<file path="config.mk">
export PLATFORM = sky130hd
export DESIGN_NAME = serial_subtractor
export DESIGN_NICKNAME = d
export VERILOG_FILES = /design/src/rtl/serial_subtractor.sv
export SDC_FILE = /design/constraint.sdc
export NUM_CORES = 1
export LEC_CHECK = 0
export CORE_AREA = 2 2 116 118
export CTS_CLUSTER_SIZE = 14
export DETAILED_ROUTE_END_ITERATION = 12
export DIE_AREA = 0 0 118 120
export GPL_ROUTABILITY_DRIVEN = 0
export PLACE_DENSITY = 0.74
export SKIP_CTS_REPAIR_TIMING = 1
export SKIP_LAST_GASP = 1
export SYNTH_ARGS = -nofsm -noshare
export SYNTH_HDL_FRONTEND = slang
export SYNTH_SLANG_ARGS = --single-unit
</file>
<file path="constraint.sdc">
create_clock -name clk -period 2.1 [get_ports clk]
set_input_delay 0.525 -clock clk [delete_from_list [all_inputs] [get_ports clk]]
set_output_delay 0.525 -clock clk [all_outputs]
set_load 0.02 [all_outputs]
</file>
<file path="src/rtl/serial_subtractor.sv">
// Bit-serial two's-complement subtractor: a - b computed LSB first as a + ~b + 1
// through one full-adder cell with a registered carry. start/busy/done handshake.
module serial_subtractor #(
  parameter int unsigned WIDTH = 32
) (
  input  logic             clk,
  input  logic             rst_n,
  input  logic             start,
  input  logic [WIDTH-1:0] a,
  input  logic [WIDTH-1:0] b,
  output logic             busy,
  output logic             done,
  output logic [WIDTH-1:0] difference,
  output logic             borrow_out,
  output logic             overflow
);

  localparam int unsigned CntW = (WIDTH > 1) ? $clog2(WIDTH) : 1;

  typedef enum logic [1:0] {
    StIdle,
    StRun,
    StDone
  } state_e;

  state_e            state_q;
  logic [WIDTH-1:0]  a_sh_q;
  logic [WIDTH-1:0]  b_sh_q;
  logic [WIDTH-1:0]  res_sh_q;
  logic [CntW-1:0]   cnt_q;
  logic              carry_q;
  // Carry into the MSB, kept for the signed-overflow check.
  logic              msb_cin_q;
  // Set once every bit is processed; the following cycle publishes the result.
  logic              last_q;

  logic              nb_bit;
  logic              sum_bit;
  logic              carry_nxt;

  // Single full-adder cell on the current LSBs, subtrahend inverted.
  always_comb begin
    nb_bit    = ~b_sh_q[0];
    sum_bit   = a_sh_q[0] ^ nb_bit ^ carry_q;
    carry_nxt = (a_sh_q[0] & nb_bit) | (carry_q & (a_sh_q[0] ^ nb_bit));
  end

  // Control FSM, serial datapath and registered outputs.
  always_ff @(posedge clk or negedge rst_n) begin
    if (!rst_n) begin
      state_q    <= StIdle;
      a_sh_q     <= '0;
      b_sh_q     <= '0;
      res_sh_q   <= '0;
      cnt_q      <= '0;
      carry_q    <= 1'b0;
      msb_cin_q  <= 1'b0;
      last_q     <= 1'b0;
      busy       <= 1'b0;
      done       <= 1'b0;
      difference <= '0;
      borrow_out <= 1'b0;
      overflow   <= 1'b0;
    end else begin
      unique case (state_q)
        StIdle, StDone: begin
          done <= 1'b0;
          if (start) begin
            a_sh_q  <= a;
            b_sh_q  <= b;
            carry_q <= 1'b1;
            cnt_q   <= '0;
            last_q  <= 1'b0;
            busy    <= 1'b1;
            state_q <= StRun;
          end else begin
            state_q <= StIdle;
          end
        end
        StRun: begin
          if (!last_q) begin
            res_sh_q <= {sum_bit, res_sh_q[WIDTH-1:1]};
            a_sh_q   <= a_sh_q >> 1;
            b_sh_q   <= b_sh_q >> 1;
            carry_q  <= carry_nxt;
            // Counter saturates at WIDTH-1 rather than wrapping.
            if (cnt_q == CntW'(WIDTH - 1)) begin
              last_q    <= 1'b1;
              msb_cin_q <= carry_q;
            end else begin
              cnt_q <= cnt_q + CntW'(1);
            end
          end else begin
            difference <= res_sh_q;
            borrow_out <= ~carry_q;
            overflow   <= msb_cin_q ^ carry_q;
            busy       <= 1'b0;
            done       <= 1'b1;
            state_q    <= StDone;
          end
        end
        default: begin
          busy    <= 1'b0;
          done    <= 1'b0;
          state_q <= StIdle;
        end
      endcase
    end
  end

endmodule

</file>
# After elaboration in Yosys (flattened, before gate mapping)
# Index checks and enable logic that the tools add are counted.
# totals
regBits,142
word_cells,64
# classes
addsub,1
eq_ne,7
n_mux,24
bitwise_logic,9
n_reduce_logical,10
# op_table
operator,n
32-bit 2-to-1 mux,4
32-bit one-hot mux with 2 select lines,2
5-bit 2-to-1 mux,3
5-bit one-hot mux with 2 select lines,1
1-bit 2-to-1 mux,9
"2-bit inequality test, second input constant",4
2-bit AND reduction,4
1-bit one-hot mux with 2 select lines,3
3-bit AND reduction,2
"5-bit by 1-bit adder with 5-bit output, second input constant",1
"5-bit == test, second input constant",1
2-bit one-hot mux with 2 select lines,1
4-bit AND reduction,1
1-bit inverter,3
1-bit XOR,3
1-bit bitwise AND,2
"2-bit by 1-bit == test with 1-bit output, second input constant",1
"2-bit == test, second input constant",1
2-bit zero test,1
2-bit 2-to-1 mux,1
2-bit nonzero test,1
2-bit OR reduction,1
1-bit OR,1

# Longest topological paths before layout
# Gate-level depths: netlist of run 1.
# depth
ltp_word,6
depth_mapped,7
depth_no_buf,6

# Least setup slack after synthesis of run 1
# OpenSTA, ideal clock, no wires.
# synth_path
kind,reg2reg
start,reg cnt_q[0]
end,reg cnt_q[2]
arrival_time_ps,2011
required_time_ps,2020
slack_ps,9
stages_incl_launch_ff,8
synth_period_minus_slack_ps,2091
path_cell_list,dfrtp_1 > ha_1 > and3_1 > ha_1 > or4b_4 > buf_6 > mux2_4 > mux2i_4
# synth_between
elab_chain_cells,4
# synth_rtl
item,line,rtl
"start, declared",30,logic [CntW-1:0] cnt_q;
"start signal, assigned",91,cnt_q <= cnt_q + CntW'(1);
5-bit by 1-bit adder with 5-bit output,91,
5-bit 2-to-1 mux,87,if (cnt_q == CntW'(WIDTH - 1)) begin
5-bit 2-to-1 mux,81,if (!last_q) begin
5-bit one-hot mux with 2 select lines,65,unique case (state_q)
# Parallel ways exist; a longest one is shown, timed or not. The select of a mux whose other input is x is not followed.
# A chain may end at the register's enable or synchronous reset.

# Worst setup path after layout of run 1
# Ends and elaborated chain as after synthesis.

==> impl_summary.txt, run 1 <==
----------------------------------------------------
[Die]
  Initial core utilization ... 47.0%
  Row cnt ... 42
  Ports placed on the boundary ... 103
  Floorplan die height ... 120 µm
  Die span in x ... approximately 120 µm
  Core area ... 13,000 µm²
  Die area ... 14,200 µm²

[Place]
  Detailed Place HPWL ... between 8000 and 9000 µm
  Count of port buffers added during placement ... 102
  Placed Instance Area ... 7370 µm²

[Yosys]
  Mapped Cells ... 490
  Synthesized area ... 6090 µm²
  Main flop type after synthesis ... sky130_fd_sc_hd__dfrtp_1
  Share of synthesized registers carrying an async set or reset ... 100%
  Sequential fraction of the synthesis area ... 58.3%
  Distinct cells, synth ... 31
  Post-synth EDFFs ... 0
  Count of state elements after synthesis ... 142
  Synth area leaders ... sky130_fd_sc_hd__dfrtp_1 58%, sky130_fd_sc_hd__mux2_2 12%, sky130_fd_sc_hd__mux2i_1 10%
  Post-synth top area share ... 58.3%
  Yosys warns ... 0
  Library cell with the largest summed area after synthesis ... sky130_fd_sc_hd__dfrtp_1
  Syn avg cell area ... around 12 µm²
  Synthesized net count ... 560

[Critical path]
  Critical Path AT ... 2.35 ns
  Startpoint types ... flop
  Most prevalent standard cell on the critical path ... sky130_fd_sc_hd__ha_1
  Highest net fanout along the worst path ... 3
  CP Buf/Inv Count ... 0
  Worst reg-to-reg path cell count ... 6
  Required time worst endpoint ... 2.43 ns
  Reg-to-reg slack, setup ... between 0.07 and 0.08 ns
  Worst-path cell with the longest stage delay ... sky130_fd_sc_hd__or4b_4
  Cell family with most CP delay ... simple AND/OR/NAND/NOR gates
  Kind of capture point of the worst setup path ... flop
  Worst-path cell chain ... ha_1 > and3_1 > ha_1 > or4b_4 > mux2_4 > mux2i_4
  Largest stage delay on the critical path ... 0.51 ns
  Category of the critical setup timing path ... flop to flop
  Capturing point of the worst reg2reg path ... cnt_q[2]
  Reg-to-Reg Start ... cnt_q[0]

[Global route]
  Pin count of the biggest net entering global routing ... 46
  Via count of the first global-routing pass ... roughly 4,200
  Residual overflow from global routing ... 0
  Total track usage ... 18.7%
  Global-route wire length before repair ... around 21,000 µm
  Number of antenna violations at the first check in global routing ... 0

[Cells and area]
  Most used cells in the layout excluding fill and tap cells ... 142 x sky130_fd_sc_hd__dfrtp_1, 101 x sky130_fd_sc_hd__clkdlybuf4s50_1, 64 x sky130_fd_sc_hd__mux2_2
  Post-layout util ... 61.6%
  Filler cells ... 1,017
  Multi-input logic area ... 2330 µm²
  Antenna fix cells ... 0
  Commonest non-fill, non-tap cell in the layout ... sky130_fd_sc_hd__dfrtp_1
  Sequential cell area ... 3550 µm²
  Relative area change from synthesis to final layout ... 31.1%
  Post-layout nets ... 662
  Share of post-route cells with drive strength above 1 ... approximately a fifth
  Post-route cell area ... 7990 µm²

[Pwr]
  Power density of the placed cells ... 1580 nW/µm²
  Static power due to leakage ... 3.42 nW
  Maximum VDD drop ... 0.891 mV
  Overall Power ... 12.6 mW

[CTS]
  Clock root cell ... sky130_fd_sc_hd__clkbuf_16
  H-tree depth ... 4
  Clock latency of the later-clocked register in the worst-skew pair ... 0.41 ns
  Num CTS Buffers ... 17
  Clock tree from TritonCTS ... yes
  Clock transition at the register clock pins on the worst setup and hold paths after CTS ... ~0.060 ns
  Bufs on Longest Clock Path ... 2
  # clock sinks ... 142

[Worst hold path]
  Worst hold stages ... 2
  Hold Startpoint ... overflow
  End of the worst hold path ... overflow
  Hold Path Class ... flop to flop

[Routing]
  Vias/cell ... 5.26
  Antenna Nets Post-Route ... 0
  Drt first-iter violations ... 288
  Number of detailed-route iterations in the first pass ... 4
  Vias after detailed routing ... between 4,000 and 5,000
  Post-DR wirelength/cell ... 16.0 µm
  Total detailed-routing wirelength ... 12,500 µm
  Detailed-route DRC error count ... 0

[Timing]
  Post-Route Setup TNS ... 0 ns
  Relative slew margins ... 70.6%
  Setup clock skew after layout ... 0.00803 ns
  Pin slew with the least headroom to its limit ... 0.441 ns
  Final hold vios ... 0
  Fmax ... 495 MHz
  Unrepaired setup endpoints after global routing ... false
  Final number of max-transition violations ... 0
  Setup Viol. Count Final ... 0
  Clock period minus final worst setup slack ... 2.02 ns
  Final cycle utilization of the critical path ... 96.2%

[Job]
  Max_cap viols ... 0

[Status]
  Result of the run ... complete, no violations

----------------------------------------------------
[registers in the layout (all words and copies together) (netlist names), 2 cells and up]
name and count:
res_sh_q 32, state_q 2, b_sh_q 32, a_sh_q 32
difference 32, cnt_q 5
[synth_stat cells, types with 6 or more instances]
master	count
sky130_fd_sc_hd__clkbuf_1	7
sky130_fd_sc_hd__mux2_2	64
sky130_fd_sc_hd__nor3_1	63
sky130_fd_sc_hd__a21oi_1	62
sky130_fd_sc_hd__mux2i_1	62
sky130_fd_sc_hd__nand2_1	15
sky130_fd_sc_hd__o21ai_0	7
sky130_fd_sc_hd__buf_6	6
sky130_fd_sc_hd__dfrtp_1	142
sky130_fd_sc_hd__nand3_1	9
sky130_fd_sc_hd__buf_2	22
[how the worst max path moves through the flow]
stage / start / end / slack [ns] / cells past startpoint
5_1_grt: cnt_q[0] / cnt_q[2] / 0.02 / 6
6_report: cnt_q[0] / cnt_q[2] / 0.08 / 6
2_1_floorplan: cnt_q[0] / cnt_q[2] / 0.009 / 7
3_5_place_dp: cnt_q[0] / cnt_q[2] / 0.06 / 6
4_1_cts: cnt_q[0] / cnt_q[2] / 0.04 / 6
3_3_place_gp: cnt_q[0] / cnt_q[2] / 0.12 / 6
[tightest hold or removal path, delay by kind of cell (launching register included)]
kind	cells	cell delay, ns
and+or+nand+nor	1	0.05
DFF	1	0.34
AOI/OAI and AO/OA	1	0.06
[cells by family after synthesis]
kind of cell | count (synthesis) | synth area share (%)
multiplexers | 128 | 22.6
AO/OA/AOI/OAI | 70 | 5.77
adder cells (fa/ha/maj) | 3 | 0.739
flip-flops | 142 | 58.3
buffers and inverters | 43 | 3.84
AND/OR/NAND/NOR | 103 | 8.58
XOR/XNOR | 1 | 0.144
[final cells by class]
type | count | share of cell area, %
Timing Repair Buffer | 122 | 16.0
Clock buffer | 20 | 5.72
Multi-Input combinational cell | 305 | 29.1
Tap cell | 176 | 2.76
Clock inverter | 12 | 1.79
Inverter | 4 | 0.188
Sequential cell | 142 | 44.5
[routing by layer]
layer	global-route usage [%]	up-vias	part of all wire [%]
met1	23.9	2042	44
met2	30.1	82	51
met5	0	-	0
li1	-	1962	-
met4	8.89	0	2.6
met3	4.56	23	3.2
[metrics by stage]
| step | setup slack (ns) | hold slack [ns] | instances |
|---|---|---|---|
| floorplan | 0.00922 | 0.229 | 490 |
| global placement | 0.124 | 0.429 | 747 |
| detailed placement | 0.0623 | 0.433 | 747 |
| CTS | 0.0421 | -0.00877 | 779 |
| global route | 0.0226 | 0.519 | 781 |
| finish | 0.0792 | 0.485 | 781 |
[report_power, final]
part,total (mW),switching (mW),internal [mW]
sequential,4.71,0.726,3.99
combinational,4.90,2.40,2.50
clock,2.99,1.07,1.92
(Power assumes the default switching activity.)
==> run 2: changes to the inputs <==
- clock period: 2.1 -> 1.7 ns (I/O delays scaled with it)
==> run 2 against run 1 <==
Against the previous run:
- the flow now finishes with violations (negative setup slack)
- sequential share of layout area decreased by 1.3 points
- routed wire length increased by 2.7%
- count of clock-buffer cells in the layout unchanged
- combinational power increased by 29%
- setup slack got worse by 0.31 ns
- final area increased by 3.0%
- clock power increased by 25%
- flip-flop and latch count unchanged
- power increased by 26%
- sequential power increased by 23%
- non-clock buffer count increased by 10
- largest power group unchanged
- highest routed layer unchanged
==> impl_summary.txt, run 2 (synthesis gave the netlist of run 1 again) <==
----------------------------------------------------
[Status]
  Result of the run ... finished with violations
  Violations in the final reports ... negative setup slack

[Routing]
  Vias after detailed routing ... 4,142 (+0.80%)
  Vias/cell ... 5.25 (-0.22%)
  Total detailed-routing wirelength ... 12,800 µm (+2.7%)
  Antenna Nets Post-Route ... 0 (unchanged)
  Post-DR wirelength/cell ... 16.3 µm (+1.7%)
  Drt first-iter violations ... 190 (-34%)
  Number of detailed-route iterations in the first pass ... 6 (+2)
  Detailed-route DRC error count ... 0 (unchanged)

[Pwr]
  Overall Power ... 15.8 mW (+26%)
  Static power due to leakage ... 4.06 nW (+19%)
  Maximum VDD drop ... 0.884 mV (-0.78%)
  Power density of the placed cells ... 1920 nW/µm² (+22%)

[Cells and area]
  Share of post-route cells with drive strength above 1 ... 22.0% (+1.7 points)
  Post-layout util ... 63.4% (+1.9 points)
  Commonest non-fill, non-tap cell in the layout ... sky130_fd_sc_hd__dfrtp_1
  Relative area change from synthesis to final layout ... 35.0%
  Post-layout nets ... 672 (+1.5%)
  Post-route cell area ... 8230 µm² (+3.0%)
  Most used cells in the layout excluding fill and tap cells ... 142 x sky130_fd_sc_hd__dfrtp_1, 65 x sky130_fd_sc_hd__clkdlybuf4s50_1, 64 x sky130_fd_sc_hd__mux2_2
  Antenna fix cells ... 0 (unchanged)

[Die]
  Row cnt ... 42 (unchanged)
  Core area ... 13,000 µm² (unchanged)
  Initial core utilization ... 47.0% (unchanged)
  Die span in x ... 118 µm (unchanged)
  Floorplan die height ... 120 µm (unchanged)
  Die area ... 14,200 µm² (unchanged)
  Ports placed on the boundary ... 103 (unchanged)

[Place]
  Detailed Place HPWL ... 8530 µm (+3.7%)
  Placed Instance Area ... 7520 µm² (+2.0%)
  Count of port buffers added during placement ... 102 (unchanged)

[Timing]
  Setup clock skew after layout ... 0.00789 ns (-0.000138 ns)
  Pin slew with the least headroom to its limit ... 0.390 ns (-0.0506 ns)
  Worst hold slack across all endpoints ... 0.496 ns (+0.0111 ns)
  Setup Viol. Count Final ... 5 (+5)
  Post-Route Setup TNS ... -0.813 ns (-0.813 ns)
  Final worst-path setup slack ... -0.233 ns (-0.313 ns)
  Fmax ... 517 MHz (+4.5%)
  Relative slew margins ... 74.0% (+3.4 points)
  Final number of max-transition violations ... 0 (unchanged)
  Final hold vios ... 0 (unchanged)
  Unrepaired setup endpoints after global routing ... true
  Clock period minus final worst setup slack ... 1.93 ns (-0.0873 ns)
  Final cycle utilization of the critical path ... 114% (+18 points)

[CTS]
  Clock latency of the later-clocked register in the worst-skew pair ... 0.40 ns (about the same)
  Clock tree from TritonCTS ... yes
  Num CTS Buffers ... 17 (unchanged)
  Bufs on Longest Clock Path ... 2 (unchanged)
  H-tree depth ... 4 (unchanged)
  Clock root cell ... sky130_fd_sc_hd__clkbuf_16
  Clock transition at the register clock pins on the worst setup and hold paths after CTS ... 0.05 ns (about the same)
  # clock sinks ... 142 (unchanged)

[Worst hold path]
  Hold Path Class ... flop to flop

[Global route]
  Pin count of the biggest net entering global routing ... 63 (+37%)
  Busiest layer in global routing ... met2
  M3 GR Usage ... 4.56% (unchanged)
  Met1 routing resource usage after global routing ... 23.7% (-0.16 points)
  Total track usage ... 18.9% (+0.26 points)
  Number of antenna violations at the first check in global routing ... 0 (unchanged)
  Via count of the first global-routing pass ... 4,253 (+1.5%)
  Met2 usage in global routing ... 32.7% (+2.6 points)
  Residual overflow from global routing ... 0 (unchanged)
  Global-route wire length before repair ... 21,300 µm (+2.0%)

[Critical path]
  Worst-path cell chain ... ha_2 > and3_4 > ha_4 > or4b_4 > mux2_4 > mux2i_4
  Cell family with most CP delay ... simple AND/OR/NAND/NOR gates
  Startpoint types ... flop
  Worst-path cell with the longest stage delay ... sky130_fd_sc_hd__or4b_4
  Largest stage delay on the critical path ... 0.50 ns (about the same)
  Kind of capture point of the worst setup path ... flop
  Critical Path AT ... 2.26 ns (-0.09 ns)
  Highest net fanout along the worst path ... 3 (unchanged)
  Required time worst endpoint ... 2.02 ns (-0.41 ns)
  Category of the critical setup timing path ... flop to flop
  CP Buf/Inv Count ... 0 (unchanged)

[Job]
  Max_cap viols ... 0 (unchanged)

----------------------------------------------------
==> run 2: cell count changes in the layout (fill, tap and decap cells not counted), moves of 2 or more <==
cell,previous run,this run
sky130_fd_sc_hd__buf_4,11,17
sky130_fd_sc_hd__clkinv_2,6,3
sky130_fd_sc_hd__buf_12,8,12
sky130_fd_sc_hd__dlymetal6s2s_1,0,36
sky130_fd_sc_hd__ha_1,2,0
sky130_fd_sc_hd__clkdlybuf4s50_1,101,65
==> run 2: final timing paths <==
check | startpoint | end | slack [ns] | cells after the start
setup / recovery | cnt_q[1] | cnt_q[2] | -0.23 | 6
hold / removal | difference[12] | difference[12] | 0.50 | 1
min in group asynchronous | rst_n | difference[18] | 0.51 | 2
max in group asynchronous | rst_n | a_sh_q[16] | 0.63 | 3
setup reg to reg | cnt_q[1] | cnt_q[2] | -0.23 | 6
hold reg to reg | difference[12] | difference[12] | 0.50 | 1
==> run 2: final cells by class <==
type	instances	area [µm²]
clock buffers	20	467
clock inverters	10	138
fillers	983	4750
inverters	4	15.0
multi-input cells	305	2350
flip-flops and latches	142	3550
well taps	176	220
repair buffers	132	1490
==> run 2: where the power goes <==
group | internal, mW | leakage, nW | switching (mW)
Sequential | 4.93 | 1.71 | 0.861
Clock | 2.41 | 0.294 | 1.33
Combinational | 3.24 | 2.05 | 3.07
Total | 10.6 | 4.06 | 5.26
==> run 2: through the flow <==
stage	setup slack (ns)	cells
final	-0.233	789
after global routing	-0.280	789
after CTS	-0.253	787
after detailed placement	-0.233	757
after global placement	-0.194	757
after floorplan	-0.301	490
==> run 2: metal layers <==
| layer | part of all wire [%] | wire (µm) |
|---|---|---|
| met3 | 2.6 | 334 |
| met4 | 0.68 | 87 |
| met1 | 44 | 5650 |
| met5 | 0 | 0 |
| met2 | 53 | 6750 |
==> run 3: changes to the inputs <==
- GPL_ROUTABILITY_DRIVEN: 0 -> default
==> results of run 3 <==
The final DEF is identical to that of run 2; final timing and power are the same.
